$ cat src/rtl/mux41_pkg.sv
// Shared types and helpers for the 4:1 mux round-robin arbiter.
package mux41_pkg;
  localparam int NUM_REQ = 4;
  localparam int IDX_W   = 2;

  typedef enum logic {ST_IDLE, ST_GRANT} state_e;

  function automatic logic [NUM_REQ-1:0] idx2onehot(input logic [IDX_W-1:0] idx);
    idx2onehot      = '0;
    idx2onehot[idx] = 1'b1;
  endfunction
endpackage

$ cat src/rtl/mux41_rr_pick.sv
// Rotated priority search: first eligible request at ptr, ptr+1, ... (mod NUM_REQ).
module mux41_rr_pick
  import mux41_pkg::*;
(
  input  logic [NUM_REQ-1:0] req,
  input  logic [IDX_W-1:0]   ptr,
  input  logic [NUM_REQ-1:0] mask,
  output logic               found,
  output logic [IDX_W-1:0]   idx
);
  logic [NUM_REQ-1:0] elig;
  logic [IDX_W-1:0]   cand;

  assign elig = req & ~mask;

  // Scan farthest-first so the nearest eligible slot to ptr is the last write.
  always_comb begin
    found = 1'b0;
    idx   = ptr;
    cand  = ptr;
    for (int k = NUM_REQ - 1; k >= 0; k--) begin
      cand = ptr + IDX_W'(k);
      if (elig[cand]) begin
        found = 1'b1;
        idx   = cand;
      end
    end
  end
endmodule

$ cat src/rtl/mux41_arbiter.sv
// Round-robin owner/select controller for the shared 4:1 mux.
// Define MUX41_ARB_TIMEOUT_EN to force rotation after MAX_HOLD contested cycles.
module mux41_arbiter
  import mux41_pkg::*;
#(
  parameter int MAX_HOLD = 8
) (
  input  logic               clk,
  input  logic               rst_n,
  input  logic [NUM_REQ-1:0] req,
  output logic [NUM_REQ-1:0] gnt,
  output logic               s0,
  output logic               s1,
  output logic               valid
);
  if (MAX_HOLD < 2 || MAX_HOLD > 255) begin : g_bad_hold
    $error("MAX_HOLD out of range 2..255");
  end

  state_e             state_q, state_d;
  logic [IDX_W-1:0]   own_q, own_d;
  logic [IDX_W-1:0]   ptr_q, ptr_d;
  logic [NUM_REQ-1:0] gnt_q, gnt_d;
  logic [NUM_REQ-1:0] pick_mask;
  logic               pick_found;
  logic [IDX_W-1:0]   pick_idx;
  logic               take_new;

  // Excluding the owner only matters on timeout; on release req[own] is already low.
  assign pick_mask = (state_q == ST_GRANT) ? idx2onehot(own_q) : '0;

  mux41_rr_pick u_pick (
    .req  (req),
    .ptr  (ptr_q),
    .mask (pick_mask),
    .found(pick_found),
    .idx  (pick_idx)
  );

`ifdef MUX41_ARB_TIMEOUT_EN
  localparam logic [7:0] HOLD_LAST = 8'(MAX_HOLD - 1);
  logic [7:0] hold_cnt_q, hold_cnt_d;
`endif

  always_comb begin
    state_d  = state_q;
    own_d    = own_q;
    ptr_d    = ptr_q;
    gnt_d    = gnt_q;
    take_new = 1'b0;
`ifdef MUX41_ARB_TIMEOUT_EN
    hold_cnt_d = hold_cnt_q;
`endif
    case (state_q)
      ST_IDLE: take_new = pick_found;
      ST_GRANT: begin
        if (!req[own_q]) begin
          if (pick_found) take_new = 1'b1;
          else begin
            state_d = ST_IDLE;
            gnt_d   = '0;
          end
        end
`ifdef MUX41_ARB_TIMEOUT_EN
        else if (hold_cnt_q == HOLD_LAST) take_new = pick_found;
        else hold_cnt_d = hold_cnt_q + 8'd1;
`endif
      end
      default: state_d = ST_IDLE;
    endcase
    if (take_new) begin
      state_d = ST_GRANT;
      own_d   = pick_idx;
      gnt_d   = idx2onehot(pick_idx);
      ptr_d   = pick_idx + IDX_W'(1);
`ifdef MUX41_ARB_TIMEOUT_EN
      hold_cnt_d = 8'd0;
`endif
    end
  end

  always_ff @(posedge clk) begin
    if (!rst_n) begin
      state_q <= ST_IDLE;
      own_q   <= '0;
      ptr_q   <= '0;
      gnt_q   <= '0;
`ifdef MUX41_ARB_TIMEOUT_EN
      hold_cnt_q <= 8'd0;
`endif
    end else begin
      state_q <= state_d;
      own_q   <= own_d;
      ptr_q   <= ptr_d;
      gnt_q   <= gnt_d;
`ifdef MUX41_ARB_TIMEOUT_EN
      hold_cnt_q <= hold_cnt_d;
`endif
    end
  end

  // own_q is kept through IDLE so the mux output stays on the last owner.
  assign gnt   = gnt_q;
  assign s1    = own_q[1];
  assign s0    = own_q[0];
  assign valid = |gnt_q;
endmodule

$ cat config.mk
export PLATFORM = sky130hd
export DESIGN_NAME = mux41_arbiter
export DESIGN_NICKNAME = d
export VERILOG_FILES = /design/src/rtl/mux41_pkg.sv /design/src/rtl/mux41_rr_pick.sv /design/src/rtl/mux41_arbiter.sv
export SDC_FILE = /design/constraint.sdc
export NUM_CORES = 1
export LEC_CHECK = 0
export CORE_AREA = 8 8 45 47
export CTS_CLUSTER_SIZE = 10
export DETAILED_ROUTE_END_ITERATION = 8
export DIE_AREA = 0 0 53 55
export HOLD_SLACK_MARGIN = 0.08
export PLACE_DENSITY = 0.77
export SLEW_MARGIN = 20
export SYNTH_ARGS = -nofsm -noshare
export SYNTH_HDL_FRONTEND = slang
export SYNTH_SLANG_ARGS = --single-unit
$ cat constraint.sdc
create_clock -name clk -period 2.4 [get_ports clk]
set_input_delay 0.48 -clock clk [delete_from_list [all_inputs] [get_ports clk]]
set_output_delay 0.48 -clock clk [all_outputs]
set_load 0.005 [all_outputs]
Word level (Yosys, flattened, before mapping)
Index checks and enable logic that the tools add are counted.
{"block": "word_totals", "ff_bits": 9, "latch_bits": 0, "mem_bits_rw": 0, "romBits": 0, "in_bits": 6, "output_inout_bits": 7, "memories": 0}
{"block": "op_classes", "n_addsub": 4, "multipliers": 0, "n_div": 0, "magnitude_cmp": 8, "n_eq_ne": 2, "shift": 0, "n_mux": 33, "bitwise_logic": 3, "n_reduce_logical": 5}
{"op": "4-bit 2-to-1 mux", "n": 5}
{"op": "2-bit by 3-bit less-than comparator with 1-bit output (second input constant)", "n": 6}
{"op": "1-bit 2-to-1 mux", "n": 16}
{"op": "1-bit binary-select mux with 2-bit select", "n": 5}
{"op": "2-bit 2-to-1 mux", "n": 4}
{"op": "2-bit by 1-bit adder with 2-bit output (second input constant)", "n": 2}
{"op": "2-bit adder (second input constant)", "n": 2}
{"op": "4-bit AND", "n": 1}
{"op": "1-bit demux with 2-bit select", "n": 2}
{"op": "2-bit by 1-bit >= comparator with 1-bit output (second input constant)", "n": 2}
{"op": "4-bit inverter", "n": 1}
{"op": "4-bit OR reduction", "n": 1}
{"op": "3-bit AND reduction", "n": 1}
{"op": "1-bit logical AND", "n": 2}
{"op": "2-bit by 1-bit != test with 1-bit output (second input constant)", "n": 1}
{"op": "2-bit != test (second input constant)", "n": 1}
{"op": "1-bit one-hot mux with 2 select lines", "n": 1}
{"op": "2-bit nonzero test", "n": 1}
{"op": "1-bit inverter", "n": 1}

Longest topological paths before layout
{"block": "logic_depth", "depth_word": 18, "mapped_depth": 8, "ltp_nobuf": 6}

Hierarchy
Synthesis repeated with hierarchy kept, for this count alone.
{"block": "unflattened", "hier_cells": 82, "area_unflattened_um2": 691.9}
{"mod": "mux41_arbiter", "instances": 1, "cells_each": 61, "area_each_um2": 555.5}
{"mod": "mux41_rr_pick", "instances": 1, "cells_each": 21, "area_each_um2": 136.4}

Worst setup path before layout
OpenSTA, ideal clock, no wires.
{"block": "synth_timing", "path_kind": "reg2reg", "from": "register own_q[0]", "to": "register ptr_q[1]", "setup_time_ns": 0.062, "arrival_ns": 2.175, "required_ns": 2.338, "slack_ns": 0.163, "path_stages_with_launch": 8, "n_path_buf": 1, "period_less_slack_ns": 2.237, "path_cell_list": "dfxtp_1 > buf_2 > or3b_4 > a22oi_1 > o22ai_1 > a222oi_1 > or4b_1 > nand3_1"}
{"block": "synth_via", "elab_chain_cells": 16, "word_cells_on_any_way": 30}
{"item": "start, declared", "line": "mux41_arbiter.sv:21", "rtl": "logic [IDX_W-1:0] own_q, own_d;"}
{"item": "start signal, assigned", "line": "mux41_arbiter.sv:93", "rtl": "own_q <= own_d;"}
{"item": "2-bit by 3-bit less-than comparator with 1-bit output (not written as such) / 2-bit by 1-bit >= comparator with 1-bit output (equally long branches)", "line": "mux41_pkg.sv:10", "rtl": "idx2onehot[idx] = 1'b1;"}
{"item": "1-bit logical AND (not written as such)", "line": "mux41_pkg.sv:10"}
{"item": "1-bit 2-to-1 mux (not written as such)", "line": "mux41_pkg.sv:10"}
{"item": "1-bit demux with 2-bit select", "line": "mux41_pkg.sv:10"}
{"item": "4-bit 2-to-1 mux", "line": "mux41_arbiter.sv:30", "rtl": "assign pick_mask = (state_q == ST_GRANT) ? idx2onehot(own_q) : '0;"}
{"item": "4-bit inverter", "line": "mux41_rr_pick.sv:14", "rtl": "assign elig = req & ~mask;"}
{"item": "4-bit AND", "line": "mux41_rr_pick.sv:14"}
{"item": "1-bit binary-select mux with 2-bit select", "line": "mux41_rr_pick.sv:23", "rtl": "if (elig[cand]) begin"}
{"item": "1-bit 2-to-1 mux (not written as such)", "line": "mux41_rr_pick.sv:23"}
{"item": "1-bit 2-to-1 mux (4 in a row)", "line": "mux41_rr_pick.sv:23"}
{"item": "1-bit 2-to-1 mux", "line": "mux41_arbiter.sv:58", "rtl": "if (pick_found) take_new = 1'b1;"}
{"item": "1-bit 2-to-1 mux", "line": "mux41_arbiter.sv:57", "rtl": "if (!req[own_q]) begin"}
{"item": "1-bit one-hot mux with 2 select lines", "line": "mux41_arbiter.sv:54", "rtl": "case (state_q)"}
{"item": "end signal, assigned", "line": "mux41_arbiter.sv:94", "rtl": "ptr_q <= ptr_d;"}
{"item": "end, declared", "line": "mux41_arbiter.sv:22", "rtl": "logic [IDX_W-1:0] ptr_q, ptr_d;"}
Several ways; a longest one is shown, not always the timed one. The select of a mux whose other input is x is not followed.
A chain may end at the register's enable or synchronous reset.

Worst setup path after layout
{"block": "layout_timing", "from": "input req[3]", "to": "register ptr_q[1]"}
{"block": "layout_via", "elab_chain_cells": 10, "word_cells_on_any_way": 23}
{"item": "start, declared", "line": "mux41_arbiter.sv:10", "rtl": "input logic [NUM_REQ-1:0] req,"}
{"item": "4-bit AND", "line": "mux41_rr_pick.sv:14"}
{"item": "1-bit binary-select mux with 2-bit select", "line": "mux41_rr_pick.sv:23"}
{"item": "1-bit 2-to-1 mux (not written as such)", "line": "mux41_rr_pick.sv:23"}
{"item": "1-bit 2-to-1 mux (4 in a row)", "line": "mux41_rr_pick.sv:23"}
{"item": "1-bit 2-to-1 mux", "line": "mux41_arbiter.sv:58"}
{"item": "1-bit 2-to-1 mux", "line": "mux41_arbiter.sv:57"}
{"item": "1-bit one-hot mux with 2 select lines", "line": "mux41_arbiter.sv:54"}
Several ways; a longest one is shown, not always the timed one. The select of a mux whose other input is x is not followed.

==> results_dict.tcl <==
set metrics [dict create \
    crit_family "compound AO/OA/AOI/OAI gates" \
    layout.nets 94 \
    io_pins 13 \
    initial_standard_cell_utilization_of_the_core_pct 39.3 \
    power.internal_w 0.000417 \
    arrival_ps 2440 \
    synth.distinct_cells 31 \
    drive_above_1_share_pct 16.1 \
    largest_fanout_on_the_critical_path 4 \
    hold-worst-slack_ps 476 \
    finalHoldViolCount 0 \
    mappedNetlistNets 74 \
    cts_max_path_buffers 2 \
    setup.worst_path.class "in2reg" \
    tightest_slew_ps 512 \
    period_needed_ps 2230 \
    switching_share_pct 35.1 \
    drt_drc 0 \
    yosysTopAreaCellShare_pct 33.1 \
    worstHoldPathType "reg2reg" \
    path_buf_inv 2 \
    largest_net_degree_at_the_start_of_global_routing 10 \
    clock_tree.root_cell "clkbuf_4" \
    core.rowCount 14 \
    synthArstFlopShare_pct 0 \
    drtPass1Iterations 4 \
    dieWidth_um 53 \
    synth_area_leaders "dfxtp_1 (33%), nand2_1 (6.2%), a21oi_1 (4.6%), mux4_2 (4.1%), nand3b_1 (4.1%)" \
    post_dp_cell_area_um2 716 \
    yosys-top-cells-count "dfxtp_1 (9), nand2_1 (9), a21oi_1 (5)" \
    timing.max_slew.rel_slack_pct 65.6 \
    cts_tree "built" \
    cp_slowest_stage_delay_ps 510 \
    clock-skew-final_ps 4.23 \
    power.share.sequential_pct 36.0 \
    final_area_um2 743 \
    syn_area_per_cell_um2 8.00 \
    post_cts_resize_count 0 \
    insertedDiodeCount 0 \
    floorplan.die_area_um2 2920 \
    placement.io_buffers 12 \
    outcome "finished clean" \
    setup.worst_path.end_class "register" \
    routed_via_density 5.66 \
    setup_viol_count_final 0 \
    placeableCoreArea_um2 1380 \
    routed_wl_mm 1.37 \
    synth-seq-area-share_pct 33.1 \
    antenna_left 0 \
    worst_skew_late_latency_ps 270 \
    postCtsHoldBufs 0 \
    yosysWarningCount 0 \
    wire_per_inst_um 13.3 \
    synthToLayoutAreaGrowth_pct 36.6 \
    globalRoute.totalOverflow 0 \
    synth_enable_flop_cells 0 \
    drt_iter0_drc 19 \
    slowest_stage "clkdlybuf4s50_1" \
    worst_setup_hold_path_clk_slew_ps 70 \
    worstPathRequired_ps 2610 \
    gp_congestion 0.806 \
    worst_hold_path.num_cells 2 \
    cells_traversed_along_the_worst_timing_path "clkdlybuf4s50_1, inv_1, a31oi_1, o22ai_1, a222oi_1, or4b_1, nand3_1" \
    grt_util_all_layers_pct 10.4 \
    grt_pass1_wl_mm 2.29 \
    cts_post_setup_buffers_inserted 0 \
    htree_levels 1 \
    rsz0062_at_grt "no" \
    ff2ff_path_depth 6 \
    num_vias 583 \
    fin_setup_tns_ps 0 \
    synth_seq_cells 9 \
    vias_in_the_first_global_route 544 \
    combined_area_of_all_synthesized_cells_um2 544 \
    die_y_um 55 \
    dp_hpwl_mm 1.02 \
    switching_power_w 0.000226 \
    clock_power_share_pct 18.5 \
    most_instantiated_flip_flop_cell_in_the_synthesis_netlist "dfxtp_1" \
    power_frac_comb_pct 45.5 \
    cts_inserted_buffers 3 \
    post-synth-top-area-cell "dfxtp_1" \
    cellPowerDensity_nw_per_um2 865 \
    cp-start-kind "primary input" \
    power.ir.vdd_worst_v 0.000429 \
    drv_slew 0 \
    post_synth_inst_count 68 \
    power_leakage_nw 0.298 \
    clock_sink_count 9 \
    max_cap_viol_count 0 \
    max_clock_freq_mhz 449 \
    register_to_register_setup_slack_ps 280 \
    antenna_violations_before_repair 0 \
    critical_path_cell_count 7 \
    final_min_period_over_clock_period_pct 92.9 \
]
[per-stage QoR]
step / power (W) / setup WS (ps) / util (%) / cells
2_1_floorplan: 0.000390 / 163 / - / 68
3_3_place_gp: 0.000520 / -24.3 / 51.7 / 99
3_5_place_dp: 0.000524 / -73.9 / 51.7 / 99
4_1_cts: 0.000647 / 185 / 53.7 / 103
5_1_grt: 0.000689 / 32.5 / 53.7 / 103
6_report: 0.000643 / 171 / 53.7 / 103
[cells in the final DEF (no fill, tap or decap), drive strengths merged, types with 4 or more instances in the layout]
| cell | instances |
|---|---|
| dfxtp | 9 |
| buf | 6 |
| a21oi | 5 |
| clkdlybuf4s50 | 12 |
| nand2 | 9 |
| inv | 4 |
| o21ai | 4 |
| nor2 | 4 |
[logic make-up after synthesis]
| group | count (synthesis) | share of synthesized area [%] |
|---|---|---|
| flip-flops | 9 | 33.1 |
| buffers and inverters | 7 | 5.28 |
| AND/OR/NAND/NOR | 29 | 31.0 |
| AO/OA/AOI/OAI | 21 | 24.6 |
| multiplexers | 2 | 5.98 |
[worst reg2reg max path: stages (launching register included)]
cell and delay [ps]:
dfxtp_1 450, or3b_4 430, and2_2 200, o31ai_1 440, and3b_1 270, a22oi_1 170
nor2_1 60
[path summary, 6_finish.rpt]
check / start / endpoint
min reg2reg: gnt[0] / gnt[0]
min: gnt[0] / gnt[0]
max reg2reg: state_q / gnt[1]
max: req[3] / ptr_q[1]
[power by group through the flow]
stage | clock network, W | registers, W | logic (W)
floorplan | 0 | 0.000214 | 0.000177
global placement | 0 | 0.000233 | 0.000287
detailed placement | 0 | 0.000235 | 0.000289
CTS | 0.000122 | 0.000232 | 0.000294
global route | 0.000130 | 0.000239 | 0.000320
finish | 0.000119 | 0.000232 | 0.000293
[flip-flops by register name, summed over array words and instances, names as in the netlist]
signal	cells
gnt	4
own_q	2
ptr_q	2
state_q	1
[per-layer routing]
layer	track usage, %	routed length (µm)
met1	11.6	653
met2	16.4	626
met3	4.01	75
met4	6.47	13
met5	0	0
[cell type report]
type | count | area (µm²)
inverters | 4 | 15.0
well taps | 16 | 20.0
clock buffers | 3 | 22.5
clock inverters | 1 | 5.00
repair buffers | 18 | 165
fillers | 136 | 641
flip-flops and latches | 9 | 180
multi-input cells | 52 | 335
(Power assumes the default switching activity.)
